[config.mk]
export PLATFORM = sky130hd
export DESIGN_NAME = alu_seq_flat
export DESIGN_NICKNAME = d
export VERILOG_FILES = /design/src/rtl/alu_pkg.sv /design/src/rtl/alu_seq_if.sv /design/src/rtl/alu_seq.sv /design/src/flat_wrapper.sv
export SDC_FILE = /design/constraint.sdc
export NUM_CORES = 1
export LEC_CHECK = 0
export ABC_CLOCK_PERIOD_IN_PS = 2600
export BUFFER_PORTS_ARGS = -buffer_cell sky130_fd_sc_hd__buf_4
export CORE_MARGIN = 5
export CORE_UTILIZATION = 50
export CTS_BUF_LIST = sky130_fd_sc_hd__clkbuf_4
export CTS_CLUSTER_SIZE = 10
export DETAILED_ROUTE_END_ITERATION = 10
export PLACE_DENSITY = 0.78
export SYNTH_ARGS = -nofsm -noshare
export SYNTH_HDL_FRONTEND = slang
export SYNTH_SLANG_ARGS = --single-unit
[constraint.sdc]
create_clock -name clk -period 2.6 [get_ports clk]
set_clock_uncertainty 0.05 [all_clocks]
set_input_delay 0.52 -clock clk [delete_from_list [all_inputs] [get_ports clk]]
set_output_delay 0.52 -clock clk [all_outputs]
set_load 0.05 [all_outputs]
[src/rtl/alu_pkg.sv]
// Shared op codes, flag bit positions and sequencer state type for the 8-bit ALU execute stage.
// Used by the sequencer and its interface; holds no logic beyond the legality check.
package alu_pkg;

  localparam logic [3:0] OP_ADD  = 4'h0;
  localparam logic [3:0] OP_ADDC = 4'h1;
  localparam logic [3:0] OP_SUB  = 4'h2;
  localparam logic [3:0] OP_SUBC = 4'h3;
  localparam logic [3:0] OP_AND  = 4'h4;
  localparam logic [3:0] OP_OR   = 4'h5;
  localparam logic [3:0] OP_XOR  = 4'h6;
  localparam logic [3:0] OP_CMP  = 4'h7;
  localparam logic [3:0] OP_INR  = 4'h8;
  localparam logic [3:0] OP_DCR  = 4'h9;
  localparam logic [3:0] OP_RLC  = 4'hA;
  localparam logic [3:0] OP_LOAD = 4'hF;

  localparam int FLAG_PAR = 3;
  localparam int FLAG_CY  = 2;
  localparam int FLAG_SGN = 1;
  localparam int FLAG_ZER = 0;

  typedef enum logic [1:0] {
    IDLE = 2'd0,
    LO   = 2'd1,
    HI   = 2'd2
  } state_t;

  // Wide requests are only meaningful as two-pass ADD/SUB; LOAD is narrow-only.
  function automatic logic op_legal(input logic [3:0] op, input logic wide);
    logic ok;
    ok = 1'b0;
    if (wide) begin
      ok = (op == OP_ADD) || (op == OP_SUB);
    end else begin
      case (op)
        OP_ADD, OP_ADDC, OP_SUB, OP_SUBC, OP_AND, OP_OR, OP_XOR,
        OP_CMP, OP_INR, OP_DCR, OP_RLC, OP_LOAD: ok = 1'b1;
        default:                                 ok = 1'b0;
      endcase
    end
    return ok;
  endfunction

endpackage

[src/rtl/alu_seq_if.sv]
// Request handshake plus ALU operand/result bus between the sequencer and its parent.
// slave = sequencer side; master = requester and ALU side.
interface alu_seq_if;
  import alu_pkg::*;

  logic        req_valid;
  logic        req_ready;
  logic [3:0]  req_op;
  logic        req_wide;
  logic [15:0] req_b;

  logic [7:0]  alu_a;
  logic [7:0]  alu_b;
  logic        alu_cin;
  logic [3:0]  alu_sel;
  logic [7:0]  alu_result;
  logic [3:0]  alu_flags;

  modport slave (
    input  req_valid, req_op, req_wide, req_b, alu_result, alu_flags,
    output req_ready, alu_a, alu_b, alu_cin, alu_sel
  );

  modport master (
    output req_valid, req_op, req_wide, req_b, alu_result, alu_flags,
    input  req_ready, alu_a, alu_b, alu_cin, alu_sel
  );

endinterface

[src/rtl/alu_seq.sv]
// Execute-stage sequencer around the 8-bit ALU: accumulator/flags writeback, 16-bit ADD/SUB in two passes.
// done at accept+2 (narrow), +3 (wide), +1 (LOAD/err); req_ready low only while an ALU pass is in flight.
module alu_seq
  import alu_pkg::*;
(
  input  logic        clk,
  input  logic        rst,
  alu_seq_if.slave    bus,
  output logic [15:0] acc_q,
  output logic [3:0]  flags_q,
  output logic        done,
  output logic        err,
  output logic        busy
);

  state_t      state;
  logic [3:0]  op_reg;
  logic        wide_reg;
  logic [15:0] b_reg;
  logic [7:0]  lo_byte;
  logic        lo_carry;
  logic        lo_zero;

  logic [7:0]  alu_a_mux;
  logic [7:0]  alu_b_mux;
  logic        alu_cin_mux;
  logic [3:0]  alu_sel_mux;

  always_comb begin
    alu_a_mux   = 8'h00;
    alu_b_mux   = 8'h00;
    alu_cin_mux = 1'b0;
    alu_sel_mux = 4'h0;
    case (state)
      LO: begin
        alu_a_mux   = acc_q[7:0];
        alu_b_mux   = b_reg[7:0];
        alu_sel_mux = op_reg;
        // A wide op starts its carry chain fresh; narrow ops chain off the flag register.
        alu_cin_mux = wide_reg ? 1'b0 : flags_q[FLAG_CY];
      end
      HI: begin
        alu_a_mux   = acc_q[15:8];
        alu_b_mux   = b_reg[15:8];
        alu_sel_mux = (op_reg == OP_SUB) ? OP_SUBC : OP_ADDC;
        alu_cin_mux = lo_carry;
      end
      default: ;
    endcase
  end

  assign bus.alu_a     = alu_a_mux;
  assign bus.alu_b     = alu_b_mux;
  assign bus.alu_cin   = alu_cin_mux;
  assign bus.alu_sel   = alu_sel_mux;
  assign bus.req_ready = (state == IDLE);
  assign busy          = (state != IDLE);

  always_ff @(posedge clk) begin
    if (rst) begin
      state    <= IDLE;
      op_reg   <= 4'h0;
      wide_reg <= 1'b0;
      b_reg    <= 16'h0000;
      lo_byte  <= 8'h00;
      lo_carry <= 1'b0;
      lo_zero  <= 1'b0;
      acc_q    <= 16'h0000;
      flags_q  <= 4'h0;
      done     <= 1'b0;
      err      <= 1'b0;
    end else begin
      done <= 1'b0;
      err  <= 1'b0;
      case (state)
        IDLE: begin
          if (bus.req_valid) begin
            op_reg   <= bus.req_op;
            wide_reg <= bus.req_wide;
            b_reg    <= bus.req_b;
            if (!op_legal(bus.req_op, bus.req_wide)) begin
              err <= 1'b1;
            end else if (bus.req_op == OP_LOAD) begin
              acc_q <= bus.req_b;
              done  <= 1'b1;
            end else begin
              state <= LO;
            end
          end
        end
        LO: begin
          if (wide_reg) begin
            lo_byte  <= bus.alu_result;
            lo_carry <= bus.alu_flags[FLAG_CY];
            lo_zero  <= bus.alu_flags[FLAG_ZER];
            state    <= HI;
          end else begin
            if (op_reg != OP_CMP) begin
              acc_q[7:0] <= bus.alu_result;
            end
            flags_q <= bus.alu_flags;
            done    <= 1'b1;
            state   <= IDLE;
          end
        end
        HI: begin
          acc_q   <= {bus.alu_result, lo_byte};
          // 16-bit zero needs both bytes zero; the other flags come from the high pass alone.
          flags_q <= {bus.alu_flags[FLAG_PAR], bus.alu_flags[FLAG_CY],
                      bus.alu_flags[FLAG_SGN], bus.alu_flags[FLAG_ZER] & lo_zero};
          done    <= 1'b1;
          state   <= IDLE;
        end
        default: state <= IDLE;
      endcase
    end
  end

endmodule
[src/flat_wrapper.sv]
// flat-port wrapper written by rule: the top's interface ports become plain ports
module alu_seq_flat import alu_pkg::*;
  (clk, rst, acc_q, flags_q, done, err, busy, bus_req_valid, bus_req_op, bus_req_wide, bus_req_b, bus_alu_result, bus_alu_flags, bus_req_ready, bus_alu_a, bus_alu_b, bus_alu_cin, bus_alu_sel);
  alu_seq_if bus_i ();
  input  logic clk;
  input  logic rst;
  output logic [15:0] acc_q;
  output logic [3:0] flags_q;
  output logic done;
  output logic err;
  output logic busy;
  input wire logic [$bits(bus_i.req_valid)-1:0] bus_req_valid;
  input wire logic [$bits(bus_i.req_op)-1:0] bus_req_op;
  input wire logic [$bits(bus_i.req_wide)-1:0] bus_req_wide;
  input wire logic [$bits(bus_i.req_b)-1:0] bus_req_b;
  input wire logic [$bits(bus_i.alu_result)-1:0] bus_alu_result;
  input wire logic [$bits(bus_i.alu_flags)-1:0] bus_alu_flags;
  output wire logic [$bits(bus_i.req_ready)-1:0] bus_req_ready;
  output wire logic [$bits(bus_i.alu_a)-1:0] bus_alu_a;
  output wire logic [$bits(bus_i.alu_b)-1:0] bus_alu_b;
  output wire logic [$bits(bus_i.alu_cin)-1:0] bus_alu_cin;
  output wire logic [$bits(bus_i.alu_sel)-1:0] bus_alu_sel;
  assign bus_i.req_valid = bus_req_valid;
  assign bus_i.req_op = bus_req_op;
  assign bus_i.req_wide = bus_req_wide;
  assign bus_i.req_b = bus_req_b;
  assign bus_i.alu_result = bus_alu_result;
  assign bus_i.alu_flags = bus_alu_flags;
  assign bus_req_ready = bus_i.req_ready;
  assign bus_alu_a = bus_i.alu_a;
  assign bus_alu_b = bus_i.alu_b;
  assign bus_alu_cin = bus_i.alu_cin;
  assign bus_alu_sel = bus_i.alu_sel;
  alu_seq u_core (.clk(clk), .rst(rst), .bus(bus_i), .acc_q(acc_q), .flags_q(flags_q), .done(done), .err(err), .busy(busy));
endmodule
## Word-level counts from Yosys, hierarchy flattened

Memories as Yosys holds them, arrays and structs flattened.
Index checks and enable logic that the tools add are counted.

- Bits in registers: 55
- Memory bits (read-only): 16
- Output and inout port bits: 45
- Word-level logic and storage cells: 72
- Memories: 1

Memories:

| memory | depth | width | rd ports | clocked after memory_dff | write ports | line | source |
|---|---|---|---|---|---|---|---|
| (no name shown) | 16 | 1 | 1 | 0 | 0 | alu_pkg.sv:36 | `case (op)` |

- Equal/unequal tests: 12
- Muxes and demuxes: 30
- Bitwise logic cells: 3
- Reductions and logical operators: 14

Operators with widths:

| operator | count |
|---|---|
| $mux W16 | 3 |
| $pmux W8 S2 | 3 |
| $pmux W8 S3 | 1 |
| $mux W8 | 2 |
| $pmux W4 S2 | 2 |
| $mux W1 | 10 |
| $mux W2 | 5 |
| $eq A4 B2 Y1 const B | 2 |
| $ne A2 B1 Y1 const B | 3 |
| $ne A2 B2 Y1 const B | 3 |
| $reduce_and A2 Y1 | 3 |
| $reduce_and A6 Y1 | 1 |
| $reduce_bool A2 Y1 | 3 |
| $eq A4 B4 Y1 const B | 1 |
| $logic_not A4 Y1 | 1 |
| $mux W4 | 1 |
| $ne A4 B3 Y1 const B | 1 |
| $pmux W2 S2 | 1 |
| $reduce_and A4 Y1 | 1 |
| $pmux W1 S3 | 1 |
| $reduce_and A3 Y1 | 1 |
| $reduce_bool A3 Y1 | 1 |
| $reduce_or A3 Y1 | 1 |
| $eq A2 B1 Y1 const B | 1 |
| other kinds (6) | 7 |

## Logic depth before layout (Yosys ltp)

- Word-level depth: 9
- Depth in mapped cells: 8
- Gate-level depth less buffers: 6

## Least setup slack after synthesis

Ideal clock, no wire load.

- Path kind: register to output
- Start point: register u_core.state[1]
- End point: output port bus_alu_a[1]
- Data arrival time: 2002 ps
- Slack: 28 ps
- Cell stages (with the launch flop): 7
- Buffers on the path: 2
- Path through: dfxtp_1 inv_1 ha_1 clkbuf_1 clkbuf_1 a22oi_1 nor2b_1

- Cells in the longest elaborated chain, start to end: 2
- Elaborated cells on any way between the ends: 3
- Classes of those cells: 2 x eq/ne; 1 x mux

RTL lines:

| item | line | source |
|---|---|---|
| from (decl) | alu_seq.sv:16 | `state_t state;` |
| from (signal assigned) | alu_seq.sv:61 | `state <= IDLE;` |
| from (signal assigned) | alu_seq.sv:87 | `state <= LO;` |
| from (signal assigned) | alu_seq.sv:96 | `state <= HI;` |
| $eq A2 B2 Y1 / $eq A2 B1 Y1 (equally long branches) | alu_seq.sv:34 | `case (state)` |
| $pmux W8 S2 * | alu_seq.sv:34 |  |
| to (decl) | flat_wrapper.sv:19 | `output wire logic [$bits(bus_i.alu_a)-1:0] bus_alu_a;` |

Every way passes the cells marked *; elsewhere a longest branch is shown, timed or not.

## Final worst setup path

- Start point: register u_core.state[0]
- End point: output port bus_alu_b[1]

- Cells in the longest elaborated chain, start to end: 2
- Elaborated cells on any way between the ends: 3
- Classes of those cells: 2 x eq/ne; 1 x mux

RTL lines:

| item | line | source |
|---|---|---|
| $eq A2 B2 Y1 / $eq A2 B1 Y1 (equally long branches) | alu_seq.sv:34 |  |
| $pmux W8 S2 * | alu_seq.sv:34 |  |
| to (decl) | flat_wrapper.sv:20 | `output wire logic [$bits(bus_i.alu_b)-1:0] bus_alu_b;` |

Marks and branches as above.

==> results_dict.tcl <==
set metrics [dict create \
    die_w_um 82.6 \
    fill_cells 453 \
    yosys_register_bits 55 \
    synth.net_count 373 \
    dr.pass1.iters 5 \
    post-route-min-period_ns 2.44 \
    seq_power_share 0.439 \
    drive_gt1_frac 0.261 \
    drv_cap 0 \
    clock.fmax_ghz 0.410 \
    setup_viol 0 \
    die_y_um 82.6 \
    drt_wl_total_mm 7.23 \
    pwr_density_cell_nw_per_um2 662 \
    post-dp-hpwl_mm 5.22 \
    vias 2629 \
    yosysTopAreaCell "dfxtp_1" \
    multi_input_area_sq_um 1430 \
    power_frac_comb 0.392 \
    status "finished, final reports clean" \
    cts_sinks 55 \
    r2r_cells 7 \
    p_sw_frac 0.391 \
    fin_crit_sh 0.938 \
    postCtsHoldBufs 0 \
    grt_pass1_vias 2340 \
    endpoint_kind "primary output" \
    wl_per_cell_um 15.3 \
    track_usage 0.217 \
    dr.first_iter.drc_count 252 \
    pwr-share-clk 0.168 \
    synth_cells 332 \
    cts-htree-levels 2 \
    syn_area_sq_um 2630 \
    antenna_found_initial 0 \
    clk_pin_slew_ns 0.15 \
    power.switching_mw 0.874 \
    diodes 0 \
    total_power_mw 2.24 \
    avgSynthCellArea_sq_um 7.93 \
    clk_latency_ns 0.37 \
    rows 26 \
    synth.yosys.warnings 0 \
    slew-limit-headroom 0.458 \
    synth_most_common_cell "nand2_1" \
    hp-class "input pin to flip-flop" \
    netlist_top_cells_area "dfxtp_1 42%, a21oi_1 9.5%, nand2_1 9.3%" \
    die-area_sq_um 6820 \
    yosysSeqAreaShare 0.418 \
    ff_latch_area_sq_um 1100 \
    async_flop_share 0 \
    path_class "flip-flop to primary output" \
    cts_tree "built" \
    ioPinCount 81 \
    cts_max_path_buffers 2 \
    finalHoldViolCount 0 \
    synth_edf_count 0 \
    gp_congestion 0.832 \
    leakage_nw 1.35 \
    drc_errors 0 \
    tns_ns 0 \
    viasPerCell 5.56 \
    synth_common_cells "65 x nand2_1, 55 x dfxtp_1, 50 x a21oi_1" \
    ys.flop_type "dfxtp_1" \
    nets 443 \
    core-area_sq_um 5110 \
    root_buffer "clkbuf_4" \
    yosysTopAreaCellShare 0.418 \
    synthDistinctLibCells 33 \
    grt_max_degree 58 \
    antenna_left 0 \
    intPower_mw 1.36 \
    numPortBuffers 80 \
    cp-start-kind "flip-flop" \
    arrival_ns 1.87 \
    area_growth_pct 28.3 \
    worst-path-max-fanout 27 \
    numCtsBuffers 5 \
    initial_utilization 0.516 \
    finalMaxSlewViolations 0 \
    ir_worst_vdd_mv 0.478 \
    whs_path_depth 3 \
    crit_required_ns 2.03 \
    grt_pass1_wl_mm 11.5 \
    grt_overflow_total 0 \
    worst_slew_pin_slew_ns 0.811 \
]
-- routing by layer --
metal	wire (um)	track usage	share of wire	up-vias
li1	-	-	-	1297
met1	3260	0.302	0.45	1209
met2	3220	0.331	0.45	111
met3	600	0.0521	0.083	12
met4	152	0.0686	0.021	0
met5	0	0	0	-
-- what timing repair did --
item	CTS	global route
gates resized for setup	0	6
buffers inserted	0	0
setup endpoints to repair	0	17
-- worst max-delay path, cell delays in order, from the launching register on --
cell     delay [ns]
dfxtp_1        0.41
inv_1          0.10
ha_2           0.43
buf_12         0.19
nor2b_1        0.15
buf_4          0.21
-- layout by cell type (no fill, tap or decap), drive strengths merged --
cell | Yosys | layout
buf | 3 | 88
nand2 | 65 | 65
dfxtp | 55 | 55
a21oi | 50 | 50
a22oi | 25 | 25
nor2 | 21 | 21
nor2b | 21 | 21
mux2i | 12 | 12
a211oi | 11 | 11
o21ai | 10 | 10
nand3 | 8 | 8
clkbuf | 22 | 7
ha | 5 | 5
and2 | 4 | 4
inv | 3 | 3
and4b | 2 | 2
nand2b | 2 | 2
nor4b | 1 | 1
o211a | 1 | 1
a31o | 1 | 1
a211o | 1 | 1
a31oi | 1 | 1
and3 | 1 | 1
nor3 | 1 | 1
or3 | 1 | 1
a41o | 1 | 1
nor4 | 1 | 1
nand4 | 1 | 1
a2111o | 1 | 1
o31ai | 1 | 1
clkinv | 0 | 1
-- power by group through the flow --
stage          sequential [mW]  combinational, mW  clock [mW]
6_report                 0.983              0.878       0.377
3_3_place_gp             0.994              0.853           0
2_1_floorplan             1.13              0.449           0
4_1_cts                  0.981              0.868       0.391
3_5_place_dp              1.00              0.864           0
5_1_grt                  0.993              0.947       0.426
-- final cells by class --
cell class,instances,share of cell area
Multi-Input combinational cell,249,0.424
Timing Repair Buffer,88,0.204
Clock buffer,7,0.0156
Tap cell,70,0.0259
Clock inverter,1,0.00148
Sequential cell,55,0.326
Inverter,3,0.00333
-- final timing paths --
check | startpoint | end | slack [ns]
worst min-delay path | bus_alu_flags[3] | u_core.flags_q[3] | 0.33
worst min register to register | u_core.lo_zero | u_core.lo_zero | 0.41
worst max-delay path | u_core.state[0] | bus_alu_b[1] | 0.16
worst max register to register | u_core.state[1] | u_core.flags_q[1] | 0.61
-- cells by family (layout without fill, tap and decap cells) --
logic type      count (synthesis)  after routing  share of synthesized area
compound gates                103            103                      0.243
fa+ha+maj                       5              5                     0.0238
buf+inv                        28             99                     0.0437
flops                          55             55                      0.418
mux                            12             12                     0.0456
simple gates                  129            129                      0.226
-- per-stage QoR --
| stage | cells | setup WS, ns | util | hold slack (ns) | instance area [sq um] |
|---|---|---|---|---|---|
| after global routing | 473 | -0.00138 | 0.661 | 0.319 | 3380 |
| after detailed placement | 465 | 0.507 | 0.647 | 0.393 | 3300 |
| after CTS | 473 | 0.0605 | 0.658 | 0.322 | 3360 |
| after global placement | 465 | 0.464 | 0.647 | 0.385 | 3300 |
| final | 473 | 0.162 | 0.661 | 0.334 | 3380 |
| after floorplan | 332 | 0.0280 | - | 0.377 | 2630 |
Power figures use the tool's default switching activity.
